**config.mk**
```make
export PLATFORM = sky130hd
export DESIGN_NAME = usb_ep_scheduler_flat
export DESIGN_NICKNAME = d
export VERILOG_FILES = /design/src/rtl/usb_ep_scheduler_pkg.sv /design/src/rtl/usb_ep_scheduler_if.sv /design/src/rtl/usb_ep_scheduler_toggle_bank.sv /design/src/rtl/usb_ep_scheduler.sv /design/src/flat_wrapper.sv
export SDC_FILE = /design/constraint.sdc
export NUM_CORES = 1
export LEC_CHECK = 0
export BUFFER_PORTS_ARGS = -buffer_cell sky130_fd_sc_hd__buf_2
export CORE_MARGIN = 5
export CORE_UTILIZATION = 40
export CTS_BUF_LIST = sky130_fd_sc_hd__clkbuf_16
export CTS_CLUSTER_DIAMETER = 50
export DETAILED_ROUTE_END_ITERATION = 12
export GPL_TIMING_DRIVEN = 0
export PLACE_DENSITY = 0.7
export SYNTH_ARGS = -nofsm -noshare
export SYNTH_HDL_FRONTEND = slang
export SYNTH_SLANG_ARGS = --single-unit
export TNS_END_PERCENT = 20
```
**constraint.sdc**
```tcl
create_clock -name clk48mhz -period 5.25 [get_ports clk48mhz]
set_input_delay 0 -clock clk48mhz [delete_from_list [all_inputs] [get_ports clk48mhz]]
set_output_delay 0 -clock clk48mhz [all_outputs]
set_load 0.05 [all_outputs]
```
**src/rtl/usb_ep_scheduler_pkg.sv**
```systemverilog
// Shared handshake codes, scheduler FSM states and packet-size default for the
// USB endpoint scheduler.
package usb_ep_scheduler_pkg;

  localparam int MAX_PKT_DEFAULT = 64;

  typedef enum logic [1:0] {
    hs_ack   = 2'b00,
    hs_none  = 2'b01,
    hs_nak   = 2'b10,
    hs_stall = 2'b11
  } hs_e;

  typedef enum logic [2:0] {
    ST_IDLE     = 3'd0,
    ST_DECIDE   = 3'd1,
    ST_IN_XFER  = 3'd2,
    ST_OUT_XFER = 3'd3,
    ST_DRAIN    = 3'd4
  } state_e;

endpackage

```
**src/rtl/usb_ep_scheduler_if.sv**
```systemverilog
// Transaction port between the usbcorev core (master) and the endpoint
// scheduler (slave).
interface usb_ep_scheduler_if;
  logic [3:0] endpoint;
  logic       transaction_active;
  logic       direction_in;
  logic       setup;
  logic       data_strobe;
  logic       success;
  logic [7:0] data_out;
  logic [1:0] handshake;
  logic       data_toggle;
  logic [7:0] data_in;
  logic       data_in_valid;

  modport master (
    output endpoint, transaction_active, direction_in, setup, data_strobe,
           success, data_out,
    input  handshake, data_toggle, data_in, data_in_valid
  );

  modport slave (
    input  endpoint, transaction_active, direction_in, setup, data_strobe,
           success, data_out,
    output handshake, data_toggle, data_in, data_in_valid
  );
endinterface

```
**src/rtl/usb_ep_scheduler_toggle_bank.sv**
```systemverilog
// Per-endpoint DATA0/DATA1 toggle registers for the IN and OUT directions.
// A committed SETUP forces both EP0 toggles to DATA1.
module usb_ep_scheduler_toggle_bank #(
  parameter int NUM_EP = 4
) (
  input  logic              clk48mhz,
  input  logic              rst,
  input  logic [NUM_EP-1:0] in_flip,
  input  logic [NUM_EP-1:0] out_flip,
  input  logic              ep0_set,
  output logic [NUM_EP-1:0] in_tog,
  output logic [NUM_EP-1:0] out_tog
);

  always_ff @(posedge clk48mhz) begin
    if (rst) begin
      in_tog  <= '0;
      out_tog <= '0;
    end else begin
      in_tog  <= in_tog ^ in_flip;
      out_tog <= out_tog ^ out_flip;
      if (ep0_set) begin
        in_tog[0]  <= 1'b1;
        out_tog[0] <= 1'b1;
      end
    end
  end

endmodule

```
**src/rtl/usb_ep_scheduler.sv**
```systemverilog
// Endpoint scheduler: decides the handshake per token, muxes IN bytes from the
// selected endpoint, fans OUT/SETUP bytes out and reports commit/abort/done.
module usb_ep_scheduler
  import usb_ep_scheduler_pkg::*;
#(
  parameter int NUM_EP  = 4,
  parameter int MAX_PKT = MAX_PKT_DEFAULT
) (
  input  logic                clk48mhz,
  input  logic                rst,
  input  logic                usb_rst,
  usb_ep_scheduler_if.slave   usb,
  input  logic [NUM_EP-1:0]   ep_stall,
  input  logic [NUM_EP-1:0]   ep_in_ready,
  input  logic [NUM_EP*7-1:0] ep_in_len,
  input  logic [NUM_EP*8-1:0] ep_in_data,
  output logic [6:0]          in_addr,
  output logic [NUM_EP-1:0]   ep_in_done,
  output logic [7:0]          out_byte,
  output logic                out_is_setup,
  input  logic [NUM_EP-1:0]   ep_out_ready,
  output logic [NUM_EP-1:0]   ep_out_wr,
  output logic [NUM_EP-1:0]   ep_out_commit,
  output logic [NUM_EP-1:0]   ep_out_abort
);

  logic srst;
  state_e state;
  logic ta_p1, ds_p1;
  logic ta_rise, ta_fall, ds_rise;
  logic [3:0] ep_q;
  logic [6:0] len_q, cnt_q;
  logic ovf_q;
  logic [NUM_EP-1:0] in_tog, out_tog, in_flip, out_flip, ep_oh;
  logic ep0_set;
  logic tok_valid, tok_stall, tok_in_rdy, tok_out_rdy, tok_in_tog, tok_out_tog;
  logic [6:0] tok_len;
  logic [7:0] cur_data;
  logic in_vld, wr_now, end_in_ok, end_out, end_out_ok;
  hs_e hs_next;

  function automatic hs_e decide_hs(input logic is_setup, input logic ep_is0,
                                    input logic valid, input logic stall,
                                    input logic dir_in, input logic in_rdy,
                                    input logic out_rdy);
    if (is_setup) return ep_is0 ? hs_ack : hs_stall;
    if (!valid || stall) return hs_stall;
    if (dir_in ? !in_rdy : !out_rdy) return hs_nak;
    return hs_ack;
  endfunction

  assign srst    = rst | usb_rst;
  assign ta_rise = usb.transaction_active && !ta_p1;
  assign ta_fall = !usb.transaction_active && ta_p1;
  assign ds_rise = usb.data_strobe && !ds_p1;

  // Token-side lookups use the live endpoint; data-side lookups use the latched one.
  always_comb begin
    tok_valid   = 1'b0;
    tok_stall   = 1'b0;
    tok_in_rdy  = 1'b0;
    tok_out_rdy = 1'b0;
    tok_in_tog  = 1'b0;
    tok_out_tog = 1'b0;
    tok_len     = '0;
    cur_data    = '0;
    ep_oh       = '0;
    for (int i = 0; i < NUM_EP; i++) begin
      if (usb.endpoint == 4'(i)) begin
        tok_valid   = 1'b1;
        tok_stall   = ep_stall[i];
        tok_in_rdy  = ep_in_ready[i];
        tok_out_rdy = ep_out_ready[i];
        tok_in_tog  = in_tog[i];
        tok_out_tog = out_tog[i];
        tok_len     = ep_in_len[i*7 +: 7];
      end
      if (ep_q == 4'(i)) begin
        cur_data = ep_in_data[i*8 +: 8];
        ep_oh[i] = 1'b1;
      end
    end
  end

  assign hs_next = decide_hs(usb.setup, usb.endpoint == 4'd0, tok_valid, tok_stall,
                             usb.direction_in, tok_in_rdy, tok_out_rdy);

  assign in_vld            = (state == ST_IN_XFER) && (in_addr < len_q);
  assign usb.data_in_valid = in_vld;
  assign usb.data_in       = in_vld ? cur_data : 8'h00;

  assign wr_now     = (state == ST_OUT_XFER) && !ta_fall && ds_rise && (cnt_q != 7'(MAX_PKT));
  assign end_in_ok  = (state == ST_IN_XFER) && ta_fall && usb.success;
  assign end_out    = (state == ST_OUT_XFER) && ta_fall;
  assign end_out_ok = end_out && usb.success && !ovf_q;
  assign in_flip    = end_in_ok ? ep_oh : '0;
  assign out_flip   = (end_out_ok && !out_is_setup) ? ep_oh : '0;
  assign ep0_set    = end_out_ok && out_is_setup;

  usb_ep_scheduler_toggle_bank #(.NUM_EP(NUM_EP)) u_toggle_bank (
    .clk48mhz (clk48mhz),
    .rst      (srst),
    .in_flip  (in_flip),
    .out_flip (out_flip),
    .ep0_set  (ep0_set),
    .in_tog   (in_tog),
    .out_tog  (out_tog)
  );

  always_ff @(posedge clk48mhz) begin
    ta_p1 <= usb.transaction_active;
    ds_p1 <= usb.data_strobe;
    if (srst) begin
      state           <= ST_IDLE;
      usb.handshake   <= hs_ack;
      usb.data_toggle <= 1'b0;
      in_addr         <= '0;
      out_is_setup    <= 1'b0;
      ep_in_done      <= '0;
      ep_out_wr       <= '0;
      ep_out_commit   <= '0;
      ep_out_abort    <= '0;
    end else begin
      ep_in_done    <= end_in_ok ? ep_oh : '0;
      ep_out_wr     <= wr_now ? ep_oh : '0;
      ep_out_commit <= end_out_ok ? ep_oh : '0;
      ep_out_abort  <= (end_out && !end_out_ok) ? ep_oh : '0;
      case (state)
        ST_IDLE: if (ta_rise) state <= ST_DECIDE;
        ST_DECIDE: begin
          if (ta_fall) begin
            state <= ST_IDLE;
          end else begin
            ep_q            <= usb.endpoint;
            len_q           <= tok_len;
            cnt_q           <= '0;
            ovf_q           <= 1'b0;
            in_addr         <= '0;
            out_is_setup    <= usb.setup;
            usb.handshake   <= hs_next;
            usb.data_toggle <= !usb.setup && (usb.direction_in ? tok_in_tog : tok_out_tog);
            if (hs_next != hs_ack)                   state <= ST_DRAIN;
            else if (usb.direction_in && !usb.setup) state <= ST_IN_XFER;
            else                                     state <= ST_OUT_XFER;
          end
        end
        ST_IN_XFER: begin
          if (ta_fall)                            state <= ST_IDLE;
          else if (ds_rise && (in_addr < len_q))  in_addr <= in_addr + 7'd1;
        end
        ST_OUT_XFER: begin
          if (ta_fall) begin
            state <= ST_IDLE;
          end else if (ds_rise) begin
            if (cnt_q == 7'(MAX_PKT)) ovf_q <= 1'b1;
            else                      cnt_q <= cnt_q + 7'd1;
          end
        end
        ST_DRAIN: if (ta_fall) state <= ST_IDLE;
        default:  state <= ST_IDLE;
      endcase
    end
  end

  always_ff @(posedge clk48mhz) begin
    if (wr_now) out_byte <= usb.data_out;
  end

endmodule

```
**src/flat_wrapper.sv**
```systemverilog
// flat-port wrapper written by rule: the top's interface ports become plain ports
module usb_ep_scheduler_flat import usb_ep_scheduler_pkg::*;
#(
  parameter int NUM_EP  = 4,
  parameter int MAX_PKT = MAX_PKT_DEFAULT
)
  (clk48mhz, rst, usb_rst, ep_stall, ep_in_ready, ep_in_len, ep_in_data, in_addr, ep_in_done, out_byte, out_is_setup, ep_out_ready, ep_out_wr, ep_out_commit, ep_out_abort, usb_endpoint, usb_transaction_active, usb_direction_in, usb_setup, usb_data_strobe, usb_success, usb_data_out, usb_handshake, usb_data_toggle, usb_data_in, usb_data_in_valid);
  usb_ep_scheduler_if usb_i ();
  input  logic clk48mhz;
  input  logic rst;
  input  logic usb_rst;
  input  logic [NUM_EP-1:0] ep_stall;
  input  logic [NUM_EP-1:0] ep_in_ready;
  input  logic [NUM_EP*7-1:0] ep_in_len;
  input  logic [NUM_EP*8-1:0] ep_in_data;
  output logic [6:0] in_addr;
  output logic [NUM_EP-1:0] ep_in_done;
  output logic [7:0] out_byte;
  output logic out_is_setup;
  input  logic [NUM_EP-1:0] ep_out_ready;
  output logic [NUM_EP-1:0] ep_out_wr;
  output logic [NUM_EP-1:0] ep_out_commit;
  output logic [NUM_EP-1:0] ep_out_abort;
  input wire logic [$bits(usb_i.endpoint)-1:0] usb_endpoint;
  input wire logic [$bits(usb_i.transaction_active)-1:0] usb_transaction_active;
  input wire logic [$bits(usb_i.direction_in)-1:0] usb_direction_in;
  input wire logic [$bits(usb_i.setup)-1:0] usb_setup;
  input wire logic [$bits(usb_i.data_strobe)-1:0] usb_data_strobe;
  input wire logic [$bits(usb_i.success)-1:0] usb_success;
  input wire logic [$bits(usb_i.data_out)-1:0] usb_data_out;
  output wire logic [$bits(usb_i.handshake)-1:0] usb_handshake;
  output wire logic [$bits(usb_i.data_toggle)-1:0] usb_data_toggle;
  output wire logic [$bits(usb_i.data_in)-1:0] usb_data_in;
  output wire logic [$bits(usb_i.data_in_valid)-1:0] usb_data_in_valid;
  assign usb_i.endpoint = usb_endpoint;
  assign usb_i.transaction_active = usb_transaction_active;
  assign usb_i.direction_in = usb_direction_in;
  assign usb_i.setup = usb_setup;
  assign usb_i.data_strobe = usb_data_strobe;
  assign usb_i.success = usb_success;
  assign usb_i.data_out = usb_data_out;
  assign usb_handshake = usb_i.handshake;
  assign usb_data_toggle = usb_i.data_toggle;
  assign usb_data_in = usb_i.data_in;
  assign usb_data_in_valid = usb_i.data_in_valid;
  usb_ep_scheduler #(.NUM_EP(NUM_EP), .MAX_PKT(MAX_PKT)) u_core (.clk48mhz(clk48mhz), .rst(rst), .usb_rst(usb_rst), .usb(usb_i), .ep_stall(ep_stall), .ep_in_ready(ep_in_ready), .ep_in_len(ep_in_len), .ep_in_data(ep_in_data), .in_addr(in_addr), .ep_in_done(ep_in_done), .out_byte(out_byte), .out_is_setup(out_is_setup), .ep_out_ready(ep_out_ready), .ep_out_wr(ep_out_wr), .ep_out_commit(ep_out_commit), .ep_out_abort(ep_out_abort));
endmodule
```
==> results of run 1 <==
cell type report:
class | count | area, µm²
Timing Repair Buffer | 148 | 811
Sequential cell | 67 | 1610
Multi-Input combinational cell | 252 | 1640
Inverter | 16 | 60.1
Clock inverter | 6 | 52.6
Buffer | 18 | 91.3
Tap cell | 105 | 131
Fill cell | 736 | 3610
Clock buffer | 10 | 250
state kept, by name (all words and copies together), names as in the netlist:
register and cells:
u_core.out_byte 8, u_core.cnt_q 7, u_core.in_addr 7, u_core.len_q 7
u_core.ep_in_done 4, u_core.ep_out_abort 4, u_core.ep_out_commit 4, u_core.ep_out_wr 4
u_core.ep_q 4, u_core.u_toggle_bank.in_tog 4, u_core.u_toggle_bank.out_tog 4, u_core.state 3
u_core.usb.handshake 2, u_core.ds_p1 1, u_core.out_is_setup 1, u_core.ovf_q 1
u_core.ta_p1 1, u_core.usb.data_toggle 1
per-stage QoR:
step	power (mW)	hold WS [ps]
2_1_floorplan	0.599	27.7
3_3_place_gp	0.641	118
3_5_place_dp	0.643	123
4_1_cts	1.24	23.8
5_1_grt	1.27	68.6
6_report	1.23	45.5
worst max-delay path: stages, from the launching register on:
cell and delay [ps]:
dfxtp_1 430, ha_1 290, a21o_1 190, a31oi_2 200
o2111ai_1 220, clkbuf_1 310, a21oi_1 210, buf_2 290
cell usage after synthesis, types with 2 or more instances:
cell type and n:
nor3_1 3, nand3_1 12, xnor2_1 5, ha_1 9
dfxtp_1 40, mux2i_1 4, nand3b_1 2, and2_1 9
o211ai_1 2, nand2_1 36, o21ai_1 15, buf_6 3
buf_1 2, o22ai_1 2, clkbuf_1 12, nor4_1 2
xor2_1 5, nand2b_1 3, edfxtp_1 27, or3_1 8
o2bb2ai_1 8, o21ai_0 9, and3_1 4, mux4_2 9
nor2_1 41, or2_0 2, inv_1 15, a21oi_1 29
o2111ai_1 2, nand4_1 7
worst min path at each step:
stage	start	end	slack [ps]	depth (start not counted)
floorplan	usb_data_strobe	u_core.ds_p1	30	0
global placement	usb_data_strobe	u_core.ds_p1	120	1
detailed placement	usb_data_strobe	u_core.ds_p1	120	1
CTS	usb_setup	u_core.out_is_setup	20	3
global route	usb_setup	u_core.out_is_setup	70	3
finish	usb_setup	u_core.out_is_setup	50	3
repair_timing:
action / 4_1_cts / 5_1_grt
gates resized for setup: 0 / 0
hold buffers: 14 / 0
endpoints found under the hold margin: 15 / 0
buffers inserted: 0 / 0
routing by layer:
layer / track usage, % / part of all wire [%] / up-vias
met5: 0 / 0 / -
met4: 5.75 / 1.2 / 0
met3: 4.16 / 5.4 / 9
met2: 30.8 / 51 / 99
met1: 22.0 / 43 / 1454
li1: - / - / 1587
power breakdown:
part | internal [mW] | switching [mW]
Clock | 0.355 | 0.237
Combinational | 0.0545 | 0.0423
Sequential | 0.542 | 0.00140
Total | 0.952 | 0.281
kinds of logic after synthesis:
family                     after synthesis  synth area share (%)
and+or+nand+nor                        139                  20.5
AOI/OAI and AO/OA                       81                  14.6
DFF                                     67                  47.4
buffers and inverters                   34                  4.45
muxes                                   13                  7.14
xor gates and xnor gates                10                  2.58
adders and majority gates                9                  3.31
==> key figures, run 1 <==
Outcome
  – Status: completed

Synth
  – Ys flop type: dfxtp_1
  – Syn Inst Count: 353
  – Synth top area share: between 20% and 30%
  – Leading area contributor after synthesis: edfxtp_1
  – Asr flop ratio synth: 0%
  – Area contributors post-synth: edfxtp_1 (24%), dfxtp_1 (24%), mux4_2 (6.0%)
  – Yosys reg bits: 67
  – Avg Inst Size Synth: 9.63 µm²
  – Number of synthesized flops with an enable pin: 27
  – Synthesized Nets: 454
  – Syn. warnings: 0
  – Mapped cell area: about 3400 µm²
  – Sequential fraction of the synthesis area: 47.4%
  – Post-synth cell types: 56

Route
  – DR pass1 iterations: 4
  – Vias per cell: 5.06
  – Wire per inst: 14.6 µm
  – DRC: 0
  – Routed WL: 9100 µm
  – DRT iter0 DRCs: between 150 and 200
  – DR vias: 3149
  – Antenna viol nets, final: 0

CTS
  – Clk Tree Root Cell: clkbuf_16
  – Worst-Skew Late Latency: approximately 330 ps
  – Num CTS Buffers: 9
  – CTS Buffer Depth: 2
  – Htree depth: 3
  – CTS tree: yes
  – Clock Sinks: 67
  – Clk slew on worst S/H paths: 60 ps

GRT
  – Antenna violations before repair: 0
  – All-Layer GR Usage: 17.8%
  – Remaining Overflow, GRT: 0
  – Vias in the first global route: 3196
  – First-pass GRT wire length: 14700 µm
  – Largest net degree at the start of global routing: 15

Job
  – Max Cap Viol: 0

Setup path
  – Arrival time worst endpoint: 2470 ps
  – Reg-to-Reg Start: u_core.in_addr[2]
  – R2R Path End: u_core.in_addr[3]
  – R2R Setup Slk: 3010 ps
  – Setup crit start kind: register
  – Reg2Reg Depth: 8
  – Setup CP Type: reg -> out
  – Crit path capture: usb_data_in[5]
  – CP endpoint kind: output pin
  – Worst-path fanout max: 10
  – Worst EP required: 5250 ps
  – Worst setup path startpoint: u_core.in_addr[2]

Timing
  – Final WS setup: 2780 ps
  – Max Slew Vio Count: 0
  – Setup TNS: 0 ps
  – Fin. Hold Viols: 0
  – Slew HR: between 20% and 30%
  – Minimum clock period: 2470 ps
  – RSZ-0062 raised after global routing: no
  – Final period util: a little under half
  – Worst Clk Skew: 5.54 ps
  – Max Freq: 404 MHz
  – Final setup viols: 0
  – Worst-margin pin slew: 1110 ps

Floorplan
  – Die height: 102 µm
  – Die Span X: a little over 100 µm
  – Core area: 8260 µm²
  – Ports: 136
  – Initial core utilization: 41.2%
  – Total die area: 10400 µm²
  – # rows: 33

Layout
  – Non-Filler Instances: about 620
  – Final nets: 613
  – Commonest non-fill, non-tap cells in the layout: buf_2 (135), nor2_1 (41), dfxtp_1 (40)
  – Final Core Density: 56.2%
  – Share of cells above drive strength 1: ~33%
  – Synthesis-to-layout area growth: 36.6%
  – Commonest non-fill, non-tap cell in the layout: buf_2
  – Ant diodes: 0
  – Design area: roughly 4600 µm²

Placed design
  – Detailed Place HPWL: 7010 µm
  – Cell total after placement: roughly 590
  – Pre-CTS setup slack: between 3000 and 4000 ps
  – RePlAce Congestion: 0.797
  – Number of port buffers: 134
  – Placed inst area: 4200 µm²

Worst hold path
  – Hold WC Path Type: in -> reg

Power and ir drop
  – PwrDens: 266 nW/µm²
  – Peak VDD IR: 0.170 mV
  – P_leak: 1.98 nW
(Power assumes the default switching activity.)
==> run 2: changes to the inputs <==
Settings changed: PLACE_DENSITY 0.7 to 0.73.
Clock period 5.25 ns to 2.15 ns, I/O delays scaled along.
==> key figures, run 2 (synthesized netlist as in run 1, its figures left out) <==
Route
  – DR vias: 3171 (+0.70%)
  – Antenna viol nets, final: 0 (unchanged)
  – DRT iter0 DRCs: 132 (-25%)
  – Routed WL: 9370 µm (+2.9%)
  – DR pass1 iterations: 4 (unchanged)
  – Wire per inst: 15.1 µm (+2.9%)
  – Vias per cell: 5.10 (+0.70%)
  – DRC: 0 (unchanged)

Floorplan
  – Initial core utilization: 41.2% (unchanged)
  – Core area: 8260 µm² (unchanged)
  – Total die area: 10400 µm² (unchanged)
  – Die height: 102 µm (unchanged)
  – # rows: 33 (unchanged)
  – Ports: 136 (unchanged)
  – Die Span X: 102 µm (unchanged)

CTS
  – Htree depth: 3 (unchanged)
  – CTS Buffer Depth: 2 (unchanged)
  – Clk Tree Root Cell: clkbuf_16
  – Clock Sinks: 67 (unchanged)
  – Num CTS Buffers: 9 (unchanged)
  – Clk slew on worst S/H paths: 60 ps (about the same)
  – CTS tree: yes
  – Post-CTS setup buffers: 0 (unchanged)
  – Worst-Skew Late Latency: 330 ps (about the same)

Setup path
  – Arrival time worst endpoint: 2080 ps (-390 ps)
  – Worst-path fanout max: 10 (unchanged)
  – Reg-to-Reg Start: u_core.len_q[2]
  – Setup crit start kind: register
  – CP endpoint kind: output pin
  – Reg2Reg Depth: 9 (+1)
  – R2R Setup Slk: 100 ps (-2910 ps)
  – Setup CP Type: reg -> out
  – Worst EP required: 2150 ps (-3100 ps)
  – R2R Path End: u_core.in_addr[4]

Power and ir drop
  – PwrDens: 639 nW/µm² (+140%)
  – P_leak: 2.00 nW (+0.79%)
  – Peak VDD IR: 0.340 mV (+100%)

Timing
  – Worst Clk Skew: 5.66 ps (+0.124 ps)
  – Final WS setup: 72.8 ps (-2700 ps)
  – Worst-margin pin slew: 626 ps (-482 ps)
  – Fin. Hold Viols: 0 (unchanged)
  – Minimum clock period: between 2000 and 2500 ps
  – Final period util: slightly below 100%
  – Slew HR: 57.9% (+32 points)
  – Max Freq: 481 MHz
  – Final setup viols: 0 (unchanged)
  – Setup TNS: 0 ps (unchanged)
  – Max Slew Vio Count: 0 (unchanged)

Layout
  – Commonest non-fill, non-tap cells in the layout: buf_2 (127), nor2_1 (40), nand2_1 (36), dfxtp_1 (36), edfxtp_1 (27)
  – Largest register FFs: 8 (unchanged)
  – Fillers: 738 (+0.27%)
  – Largest Register: u_core.out_byte
  – Ant diodes: 0 (unchanged)
  – Synthesis-to-layout area growth: 41.2%
  – Share of cells above drive strength 1: 37.7% (+4.3 points)
  – Final nets: 613 (unchanged)
  – Commonest non-fill, non-tap cell in the layout: buf_2

Placed design
  – Detailed Place HPWL: 7080 µm (+0.97%)
  – RePlAce Congestion: 0.836 (+4.8%)
  – Number of port buffers: 134 (unchanged)
  – Pre-CTS setup slack: 32.6 ps (-3020 ps)

Worst hold path
  – Worst hold stages: 3 (unchanged)
  – Hold WC Path Type: in -> reg
  – Worst hold endpoint: u_core.ep_in_done[2]
  – Min-delay src: usb_success

GRT
  – Largest net degree at the start of global routing: 15 (unchanged)
  – First-pass GRT wire length: 14900 µm (+1.4%)
  – All-Layer GR Usage: 18.1% (+0.32 points)
  – Antenna violations before repair: 0 (unchanged)
  – Remaining Overflow, GRT: 0 (unchanged)
  – Vias in the first global route: 3169 (-0.84%)

Outcome
  – Status: completed

Job
  – Max Cap Viol: 0 (unchanged)
[run 2: cell type report]
type / count / area, µm² / area share, %
Buffer: 18 / 104 / 2.16
Clock buffer: 9 / 225 / 4.69
Clock inverter: 7 / 81.3 / 1.69
Inverter: 16 / 60.1 / 1.25
Multi-Input combinational cell: 252 / 1730 / 36.0
Sequential cell: 67 / 1620 / 33.8
Tap cell: 105 / 131 / 2.74
Timing Repair Buffer: 148 / 850 / 17.7
[run 2: worst max-delay path by stage]
| stage | slack [ps] | to | from | cells after the start |
|---|---|---|---|---|
| 6_report | 70 | usb_data_in[5] | u_core.len_q[2] | 8 |
| 5_1_grt | -30 | usb_data_in[5] | u_core.len_q[2] | 8 |
| 4_1_cts | 4 | u_core.in_addr[3] | u_core.len_q[2] | 9 |
| 3_5_place_dp | 30 | u_core.in_addr[3] | u_core.in_addr[2] | 8 |
| 3_3_place_gp | 40 | u_core.out_byte[4] | u_core.state[2] | 2 |
| 2_1_floorplan | 20 | u_core.in_addr[3] | u_core.in_addr[5] | 8 |
[run 2: routing by layer]
metal | global-route usage [%] | vias to the layer above | share of wire, %
li1 | - | 1588 | -
met1 | 22.6 | 1481 | 42
met2 | 30.8 | 96 | 51
met3 | 4.37 | 6 | 5.9
met4 | 6.26 | 0 | 0.83
met5 | 0 | - | 0
[run 2: power breakdown]
| part | internal, mW | switching (mW) | total, mW | leakage (nW) |
|---|---|---|---|---|
| logic | 0.134 | 0.107 | 0.241 | 1.26 |
| registers | 1.32 | 0.00356 | 1.32 | 0.586 |
| clock network | 0.918 | 0.582 | 1.50 | 0.149 |
| total | 2.37 | 0.693 | 3.07 | 2.00 |
[run 2: through the flow]
| step | utilization, % | std cells | total power [mW] | area, µm² | hold slack (ps) |
|---|---|---|---|---|---|
| 2_1_floorplan | - | 353 | 1.46 | 3440 | 27.7 |
| 3_3_place_gp | 51.4 | 592 | 1.56 | 4240 | 119 |
| 3_5_place_dp | 51.4 | 592 | 1.57 | 4240 | 122 |
| 4_1_cts | 57.5 | 622 | 3.08 | 4750 | 42.6 |
| 5_1_grt | 58.1 | 622 | 3.19 | 4800 | 64.0 |
| 6_report | 58.1 | 622 | 3.07 | 4800 | 48.1 |
[run 2: repair_timing]
action | 4_1_cts | 5_1_grt
endpoints found under the hold margin | 15 | 0
resized for setup | 15 | 15
pin swaps | 1 | 7
endpoints found under the setup margin | 10 | 28
hold buffers | 14 | 0
[run 2: critical path, stage by stage (launching register included)]
cell       delay, ps
edfxtp_1         370
inv_2             80
ha_4             200
a21o_1           180
a31oi_4          190
o2111ai_2        200
buf_8            200
a21oi_2          130
buf_6            180
==> run 3: changes to the inputs <==
Settings changed: CORE_UTILIZATION 40 to 44, PLACE_DENSITY 0.73 to 0.79.
==> key figures, run 3 (synthesized netlist as in run 1, its figures left out) <==
Outcome
  – Status: completed

Route
  – Wire per inst: 15.0 µm (-0.56%)
  – Routed WL: 9270 µm (-1.0%)
  – DRC: 0 (unchanged)
  – Vias per cell: 5.18 (+1.7%)
  – DR vias: 3209 (+1.2%)
  – Antenna viol nets, final: 0 (unchanged)
  – DR pass1 iterations: 4 (unchanged)
  – DRT iter0 DRCs: 191 (+45%)

Layout
  – Share of cells above drive strength 1: 38.1% (+0.39 points)
  – Synthesis-to-layout area growth: 41.3% (about the same)
  – Commonest non-fill, non-tap cells in the layout: buf_2 (126), nor2_1 (40), nand2_1 (36), dfxtp_1 (36), edfxtp_1 (27)
  – Register area: 1620 µm² (unchanged)
  – Final nets: 613 (unchanged)
  – Largest register FFs: 8 (unchanged)
  – Largest Register: u_core.out_byte
  – Non-Filler Instances: 619 (-0.48%)
  – Ant diodes: 0 (unchanged)
  – Final Core Density: 63.1% (+5.0 points)
  – Commonest non-fill, non-tap cell in the layout: buf_2
  – Design area: 4800 µm² (about the same)
  – Area of the multi-input gates: 1730 µm² (+0.29%)
  – Fillers: 637 (-14%)

CTS
  – Post-CTS setup buffers: 0 (unchanged)
  – Clock Sinks: 67 (unchanged)
  – Num CTS Buffers: 9 (unchanged)
  – Clk slew on worst S/H paths: 60 ps (about the same)
  – CTS Buffer Depth: 2 (unchanged)
  – Clk Tree Root Cell: clkbuf_16
  – CTS tree: yes
  – Htree depth: 3 (unchanged)
  – Worst-Skew Late Latency: 330 ps (about the same)

Floorplan
  – Die height: 97.9 µm (-4.2%)
  – Initial core utilization: 44.7% (+3.5 points)
  – Die Span X: 97.9 µm (-4.2%)
  – Ports: 136 (unchanged)
  – Total die area: 9580 µm² (-8.2%)
  – # rows: 32 (-3.0%)
  – Core area: 7610 µm² (-7.9%)

Placed design
  – Pre-CTS setup slack: -9.24 ps (-41.9 ps)
  – Placed inst area: 4240 µm² (about the same)
  – Number of port buffers: 134 (unchanged)
  – Detailed Place HPWL: 7050 µm (-0.47%)
  – RePlAce Congestion: 0.824 (-1.4%)
  – Cell total after placement: 589 (-0.51%)

GRT
  – Remaining Overflow, GRT: 0 (unchanged)
  – Largest net degree at the start of global routing: 15 (unchanged)
  – GRT met2 Usage: 33.5% (+2.7 points)
  – Antenna violations before repair: 0 (unchanged)
  – GR Util met3: 4.86% (+0.49 points)
  – Vias in the first global route: 3239 (+2.2%)
  – Met1 usage: 22.8% (+0.23 points)
  – First-pass GRT wire length: 15100 µm (+1.3%)
  – All-Layer GR Usage: 19.2% (+1.0 points)
  – Busiest grt layer: met2

Timing
  – Max Freq: 475 MHz (-1.3%)
  – Max Slew Vio Count: 0 (unchanged)
  – Setup TNS: 0 ps (unchanged)
  – Worst-margin pin slew: 661 ps (+34.2 ps)
  – Minimum clock period: 2110 ps (+27.8 ps)
  – Final setup viols: 0 (unchanged)
  – RSZ-0062 raised after global routing: yes
  – Worst Clk Skew: 7.07 ps (+1.41 ps)
  – Hold WS: 31.6 ps (-16.5 ps)
  – Final period util: 97.9% (+1.3 points)
  – Fin. Hold Viols: 0 (unchanged)
  – Final WS setup: 45.0 ps (-27.8 ps)
  – Slew HR: 55.8% (-2.1 points)

Setup path
  – Arrival time worst endpoint: 2380 ps (+300 ps)
  – Reg-to-Reg Start: u_core.len_q[5]
  – R2R Path End: u_core.in_addr[3]
  – Setup CP Type: reg -> reg
  – Worst setup path startpoint: u_core.len_q[5]
  – Reg2Reg Depth: 9 (unchanged)
  – R2R Setup Slk: 40 ps (-60 ps)
  – Setup crit start kind: register
  – Worst EP required: 2420 ps (+270 ps)
  – Worst-path fanout max: 10 (unchanged)
  – Crit path capture: u_core.in_addr[3]
  – CP endpoint kind: register

Power and ir drop
  – Power Total: 3.01 mW (-1.9%)
  – PwrDens: 626 nW/µm² (-2.0%)
  – P_leak: 2.00 nW (about the same)
  – Peak VDD IR: 0.401 mV (+18%)

Worst hold path
  – Hold WC Path Type: in -> reg
  – Worst hold stages: 3 (unchanged)

Job
  – Max Cap Viol: 0 (unchanged)
## run 3: worst min-delay path by stage
stage | from | to | slack (ps)
after floorplan | usb_data_strobe | u_core.ds_p1 | 30
after global placement | usb_data_strobe | u_core.ds_p1 | 130
after detailed placement | usb_data_strobe | u_core.ds_p1 | 130
after CTS | usb_setup | u_core.out_is_setup | 20
after global routing | usb_setup | u_core.out_is_setup | 50
final | usb_setup | u_core.out_is_setup | 30
## run 3: per-layer routing
| layer | wire (µm) | up-vias |
|---|---|---|
| li1 | - | 1591 |
| met1 | 3840 | 1502 |
| met2 | 4840 | 102 |
| met3 | 413 | 14 |
| met4 | 173 | 0 |
| met5 | 0 | - |
## run 3: final cells by class
type	instances	share of cell area, %
Timing Repair Buffer	148	17.8
Clock inverter	6	1.07
Sequential cell	67	33.8
Tap cell	102	2.66
Inverter	16	1.25
Buffer	18	2.16
Clock buffer	10	5.21
Multi-Input combinational cell	252	36.1
## run 3: critical path: stages (launching register included)
cell and delay, ps:
edfxtp_1 360, inv_1 70, ha_1 250, a21o_2 220, o21ai_4 170, o2111ai_2 130
a21bo_1 190, buf_6 130, or4_1 460, nand2_1 80
## run 3: repair_timing
action | CTS | global route
pin swaps | 0 | 5
hold endpoints to repair | 15 | 0
hold buffers | 14 | 0
endpoints found under the setup margin | 18 | 21
gates resized for setup | 16 | 17
## run 3: where the power goes
part	internal (mW)	total, mW	switching [mW]
logic	0.134	0.241	0.107
clock network	0.868	1.44	0.572
registers	1.32	1.33	0.00367
